File: config.mk
export PLATFORM = sky130hd
export DESIGN_NAME = hwpe_sel_ctrl
export DESIGN_NICKNAME = d
export VERILOG_FILES = /design/src/rtl/hwpe_sel_ctrl.sv
export SDC_FILE = /design/constraint.sdc
export NUM_CORES = 1
export LEC_CHECK = 0
export BUFFER_PORTS_ARGS = -buffer_cell sky130_fd_sc_hd__buf_4
export CAP_MARGIN = 20
export CORE_MARGIN = 3
export CORE_UTILIZATION = 42
export CTS_BUF_LIST = sky130_fd_sc_hd__clkbuf_16
export CTS_CLUSTER_DIAMETER = 30
export DETAILED_ROUTE_END_ITERATION = 7
export GPL_TIMING_DRIVEN = 0
export HOLD_SLACK_MARGIN = 0.03
export PLACE_DENSITY = 0.68
export SETUP_SLACK_MARGIN = 0.4
export SLEW_MARGIN = 0
export SYNTH_ARGS = -nofsm -noshare
export SYNTH_HDL_FRONTEND = slang
export SYNTH_SLANG_ARGS = --single-unit
File: constraint.sdc
create_clock -name clk -period 2.45 [get_ports clk]
set_clock_uncertainty 0.15 [all_clocks]
set_input_delay 0.1225 -clock clk [delete_from_list [all_inputs] [get_ports clk]]
set_output_delay 0.1225 -clock clk [all_outputs]
set_load 0.005 [all_outputs]
File: src/rtl/hwpe_sel_ctrl.sv
// Selection and clock-enable sequencer for a multi-HWPE subsystem: switches
// sel_o only after config traffic has drained and the active HWPE is idle.
//
//   state  | meaning
//   OFF    | all HWPE clocks gated, waiting for an enable with a valid select
//   WAKE   | selected clock running, config traffic held off for WAKE_CYCLES
//   ACTIVE | config traffic forwarded to the selected HWPE
//   DRAIN  | new requests blocked, waiting for responses and HWPE idle
//   GATE   | one cycle with every clock enable low before reselecting
module hwpe_sel_ctrl #(
    parameter int unsigned N_HWPES         = 4,
    parameter int unsigned SEL_W           = 2,
    parameter int unsigned MAX_OUTSTANDING = 4,
    parameter int unsigned WAKE_CYCLES     = 2
) (
    input  logic               clk,
    input  logic               rst_n,
    input  logic               hwpe_en_i,
    input  logic [SEL_W-1:0]   hwpe_sel_i,
    input  logic [N_HWPES-1:0] busy_i,
    input  logic               cfg_req_i,
    output logic               cfg_gnt_o,
    output logic               cfg_req_o,
    input  logic               cfg_gnt_i,
    input  logic               cfg_r_valid_i,
    output logic [SEL_W-1:0]   sel_o,
    output logic [N_HWPES-1:0] hwpe_clk_en_o,
    output logic               busy_o,
    output logic               ready_o,
    output logic               sel_err_o
);

    localparam int unsigned CNT_W  = $clog2(MAX_OUTSTANDING + 1);
    localparam int unsigned WAKE_W = (WAKE_CYCLES > 1) ? $clog2(WAKE_CYCLES) : 1;

    localparam logic [2:0] ST_OFF    = 3'd0;
    localparam logic [2:0] ST_WAKE   = 3'd1;
    localparam logic [2:0] ST_ACTIVE = 3'd2;
    localparam logic [2:0] ST_DRAIN  = 3'd3;
    localparam logic [2:0] ST_GATE   = 3'd4;

    localparam logic [CNT_W-1:0]  MAX_OUT   = CNT_W'(MAX_OUTSTANDING);
    localparam logic [WAKE_W-1:0] WAKE_INIT = WAKE_W'(WAKE_CYCLES - 1);

    logic [2:0]         state_q, state_d;
    logic [SEL_W-1:0]   sel_q, sel_d;
    logic [N_HWPES-1:0] clk_en_q, clk_en_d;
    logic [WAKE_W-1:0]  wake_cnt_q, wake_cnt_d;
    logic [CNT_W-1:0]   out_cnt_q, out_cnt_d;
    logic               err_q, err_d;

    logic               sel_valid;
    logic               underflow;
    logic               busy_sel;
    logic [N_HWPES-1:0] req_onehot;
    logic [N_HWPES-1:0] cur_onehot;

    assign sel_valid = (32'(hwpe_sel_i) < N_HWPES);

    // Decoders are built by compare rather than by indexing so that any
    // SEL_W wider than needed for N_HWPES stays safe.
    always_comb begin
        req_onehot = '0;
        cur_onehot = '0;
        for (int unsigned i = 0; i < N_HWPES; i++) begin
            req_onehot[i] = (32'(hwpe_sel_i) == i);
            cur_onehot[i] = (32'(sel_q) == i);
        end
    end

    assign busy_sel  = |(busy_i & cur_onehot);
    assign cfg_req_o = cfg_req_i && (state_q == ST_ACTIVE) && (out_cnt_q < MAX_OUT);
    assign cfg_gnt_o = cfg_req_o && cfg_gnt_i;

    always_comb begin
        out_cnt_d = out_cnt_q;
        underflow = 1'b0;
        if (cfg_gnt_o && !cfg_r_valid_i) begin
            out_cnt_d = out_cnt_q + CNT_W'(1);
        end else if (!cfg_gnt_o && cfg_r_valid_i) begin
            if (out_cnt_q == '0) underflow = 1'b1;
            else                 out_cnt_d = out_cnt_q - CNT_W'(1);
        end
    end

    assign err_d = err_q | underflow | (hwpe_en_i && !sel_valid);

    always_comb begin
        state_d    = state_q;
        sel_d      = sel_q;
        clk_en_d   = clk_en_q;
        wake_cnt_d = wake_cnt_q;
        case (state_q)
            ST_OFF, ST_GATE: begin
                clk_en_d = '0;
                if (hwpe_en_i && sel_valid) begin
                    state_d    = ST_WAKE;
                    sel_d      = hwpe_sel_i;
                    clk_en_d   = req_onehot;
                    wake_cnt_d = WAKE_INIT;
                end else begin
                    state_d = ST_OFF;
                end
            end
            ST_WAKE: begin
                if (wake_cnt_q == '0) state_d = ST_ACTIVE;
                else                  wake_cnt_d = wake_cnt_q - WAKE_W'(1);
            end
            ST_ACTIVE: begin
                if (!hwpe_en_i || (sel_valid && hwpe_sel_i != sel_q)) state_d = ST_DRAIN;
            end
            ST_DRAIN: begin
                // A reverted request wins over a completed drain: no needless gate cycle.
                if (hwpe_en_i && hwpe_sel_i == sel_q) begin
                    state_d = ST_ACTIVE;
                end else if (out_cnt_q == '0 && !busy_sel) begin
                    state_d  = ST_GATE;
                    clk_en_d = '0;
                end
            end
            default: begin
                state_d  = ST_OFF;
                clk_en_d = '0;
            end
        endcase
    end

    always_ff @(posedge clk or negedge rst_n) begin
        if (!rst_n) begin
            state_q    <= ST_OFF;
            sel_q      <= '0;
            clk_en_q   <= '0;
            wake_cnt_q <= '0;
            out_cnt_q  <= '0;
            err_q      <= 1'b0;
        end else begin
            state_q    <= state_d;
            sel_q      <= sel_d;
            clk_en_q   <= clk_en_d;
            wake_cnt_q <= wake_cnt_d;
            out_cnt_q  <= out_cnt_d;
            err_q      <= err_d;
        end
    end

    assign sel_o         = sel_q;
    assign hwpe_clk_en_o = clk_en_q;
    assign sel_err_o     = err_q;
    assign ready_o       = (state_q == ST_ACTIVE);
    assign busy_o        = (state_q == ST_WAKE) || (state_q == ST_DRAIN) || (state_q == ST_GATE)
                        || ((state_q == ST_ACTIVE) && busy_sel) || (out_cnt_q != '0);

endmodule

==> impl_summary.txt <==
----------------------------------------------------
[Detailed routing]
  Number of nets still failing antenna checks after routing ... 0
  WL per Instance ... 14.01 microns
  Number of DRC violations after detailed routing ... 0
  Via count normalized by instance count ... 5.094
  Met2 routed WL ... 920 microns
  Total routed wirelength ... 1793 microns
  DRC marker count from the first detailed-route iteration ... 7
  Met3 routed wirelength ... 72 microns
  Sum of routed wire segments on met1 ... 796 microns
  Routed via count ... 652
  DR top layer ... met4
  Number of iterations in the first detailed-routing pass ... 4

[Timing]
  Unrepaired setup endpoints after global routing ... true
  Shortest clock period the worst path allows after layout ... 2183 ps
  Headroom to the max-slew limit ... 73.66%
  Achievable frequency ... 458.1 MHz
  Slew at the pin with the worst max-slew slack ... 395.1 ps
  Final period utilization ... 89.09%
  Max Transition Viols Final ... 0
  Setup violators final ... 0
  Crit path setup slack, layout ... 267.2 ps
  Total negative slack for setup checks ... 0 ps
  Final hold viol count ... 0

[GRT]
  Antenna violations before repair ... 0
  GRT Util Overall ... 17.61%
  Global-route wire length before repair ... 2794 microns
  Via count of the first global-routing pass ... 595
  Pin count of the biggest net entering global routing ... 15
  Leftover overflow at the end of global routing ... 0

[Run status]
  Run status ... finished clean

[Synth]
  Number of warnings reported in the yosys synthesis log ... 0
  Post-Syn Area per Cell ... 10.45 sq um
  Number of distinct library cell variants in the gate-level netlist after synthesis ... 28
  Count of state elements after synthesis ... 14
  Share of the yosys chip area belonging to registers ... 47.22%
  Nets in the synthesized netlist ... 86
  Cell count after synthesis ... 71
  Syn Std Cell Area ... 742.0 sq um

[Critical path]
  Worst Path Arrival ... 2200 ps
  Req. time, crit path ... 2470 ps
  Cell with the biggest individual delay on the critical path ... dfrtp_2
  Buffers & Inverters on Critical Path ... 2
  Series of cell instances along the critical path ... nand2b_4 > nor4b_4 > nand2_1 > inv_2 > ha_4 > inv_2 > fa_2 > nor2_2 > nand2_1 > a21oi_2 > xor2_1
  Kind of start point of the critical path ... register
  CP max FO ... 2
  Crit Path Category ... register to register
  Kind of end point of the critical path ... register
  Max stage delay on crit path ... 400 ps
  Cell class contributing the biggest share of worst-path delay ... simple AND/OR/NAND/NOR gates

[Pwr]
  Net Switching ... 0.0004358 W
  Proportion of power drawn by the clock network ... 23.1%
  Total power divided by cell area ... 1119 nW/um^2
  Total power ... 0.001351 W
  Switching share of total power ... 32.27%
  IR Drop Worst-Case VDD ... 0.7521 mV
  Reported leakage power ... 0.6000 nW
  Logic pwr share ... 45.9%
  Internal power ... 0.0009148 W
  Sequential power share ... 31.0%

[Placed design]
  Total half-perimeter wirelength after legalization and detailed placement ... 1213 microns
  Quantity of I/O buffers inserted on ports ... 22
  Setup WS pre-CTS ... 83.52 ps
  Placer congestion estimate ... 0.7525
  Instance count after placement with tap cells included ... 109

[Layout]
  Fillcell total ... 106
  Area growth from synthesis to layout ... 62.73%
  Final cell count without fillers ... 128
  Final nets ... 128
  Layout cell share with drive strength beyond 1 ... 51.79%
  Leading cell type in the layout, fill and taps excluded ... buf_4
  Diode insertion count for antenna repair ... 0
  Most frequent cells in the layout ... buf_4 (34), dfrtp_1 (13), nand2_1 (6)

[Clock network]
  Clock transition time at the flip-flop clock pins of the worst setup and hold paths ... 50 ps
  CTS HTree Levels ... 1
  Clock latency reported for the late side of the worst-skew pair ... 240 ps
  Buffer type at the clock tree root ... clkbuf_16
  Buffer depth of the longest clock path ... 2
  Inserted Clock Buffers ... 3
  CTS tree ... yes
  Sinks on Clock Net ... 14

[Die]
  Ports ... 23
  Die extent in x ... 48.03 microns
  Die H ... 48.03 microns
  Effective utilization at floorplan ... 47.06%
  Std-Cell Core Area ... 1577 sq um
  Die Area ... 2307 sq um
  Standard-cell rows ... 14

[Run]
  # Max-Cap Violations ... 0

[Min path]
  Path type of the worst min-delay path ... input pin to register

----------------------------------------------------
==> metal layers <==
layer  track usage [%]  vias up
met5                 0        -
met4             6.452        0
met3             3.383        2
met2             27.70       12
met1             23.91      307
li1                  -      331
==> stage by stage <==
step                      cell area, sq um  hold WS (ps)  util, %
after global routing                  1207         79.07    76.59
after detailed placement             972.2        -166.9    61.67
final                                 1207         59.33    76.59
after CTS                             1140         58.83    72.30
after floorplan                      787.0        -323.1        -
after global placement               972.2        -170.1    61.67
==> worst min-delay path, delay by kind of cell <==
family	cells	cell delay, ps
buf+inv	1	110
simple gates	2	180
==> cell families (layout without fill, tap and decap cells) <==
kind of cell,after synthesis,count (layout),share of synthesized area (%)
AO/OA/AOI/OAI,16,16,15.01
flip-flops,14,14,47.22
XOR/XNOR,4,4,4.723
AND/OR/NAND/NOR,22,22,15.35
buffers and inverters,8,49,4.215
adder cells (fa/ha/maj),3,3,6.070
multiplexers,4,4,7.420
==> worst paths after layout <==
check                                      endpoint              startpoint  cells past startpoint  slack (ps)
min in group asynchronous  out_cnt_q[1]$_DFFE_PN0P_                   rst_n                      2         120
max in group asynchronous    state_q[2]$_DFFE_PN0P_                   rst_n                      2        1850
min reg2reg                     sel_err_o$_DFF_PN0_     sel_err_o$_DFF_PN0_                      1         310
max                        out_cnt_q[2]$_DFFE_PN0P_  state_q[2]$_DFFE_PN0P_                     11         270
max reg2reg                out_cnt_q[2]$_DFFE_PN0P_  state_q[2]$_DFFE_PN0P_                     11         270
min                            sel_o[0]$_DFFE_PN0P_           hwpe_sel_i[0]                      3          60
==> area by class of cell <==
type / instances / area [sq um] / area share, %
multi-input combinational: 49 / 425.4 / 35.23
sequential: 14 / 351.6 / 29.12
inverter: 6 / 22.52 / 1.865
clock buffer: 3 / 75.07 / 6.218
clock inverter: 1 / 3.754 / 0.3109
tap: 16 / 20.02 / 1.658
timing repair buffer: 37 / 286.5 / 23.73
buffer: 2 / 22.52 / 1.865
==> registers in the layout (all words and copies together), names as in the netlist <==
register       cells
hwpe_clk_en_o      4
out_cnt_q          3
sel_err_o          1
sel_o              2
state_q            3
wake_cnt_q         1
==> synthesized netlist by cell type, drive strengths merged <==
master    n  area share, %
dfrtp    14             47
nor2      7            3.5
inv       6            3.0
nand2     6            3.0
a21oi     5            3.4
o21ai     3            2.0
a21o      2            2.0
a22o      2            2.4
a311oi    2            3.2
ha        2            3.4
mux2      2            3.0
nand2b    2            1.7
nand3     2            1.3
xnor2     2            2.4
xor2      2            2.4
and3b     1            1.3
buf       1           0.67
clkbuf    1           0.51
fa        1            2.7
mux2i     1            1.3
mux4      1            3.0
nor3      1           0.67
nor3b     1            1.7
nor4b     1            1.2
o22ai     1           0.84
o2bb2ai   1            1.2
or3       1           0.84
==> repair_timing <==
action	in CTS	in global routing
setup buffers	6	7
resized for setup	6	7
setup endpoints to repair	2	6
pin swaps	6	5
hold endpoints to repair	18	0
hold buffers	2	0
==> power by group through the flow <==
stage | combinational (W) | sequential, W | clock [W]
floorplan | 0.000328 | 0.000412 | 0
global placement | 0.000489 | 0.000419 | 0
detailed placement | 0.000506 | 0.000422 | 0
CTS | 0.000561 | 0.000419 | 0.000317
global route | 0.000682 | 0.000437 | 0.000327
finish | 0.000620 | 0.000418 | 0.000312
(Power assumes the default switching activity.)
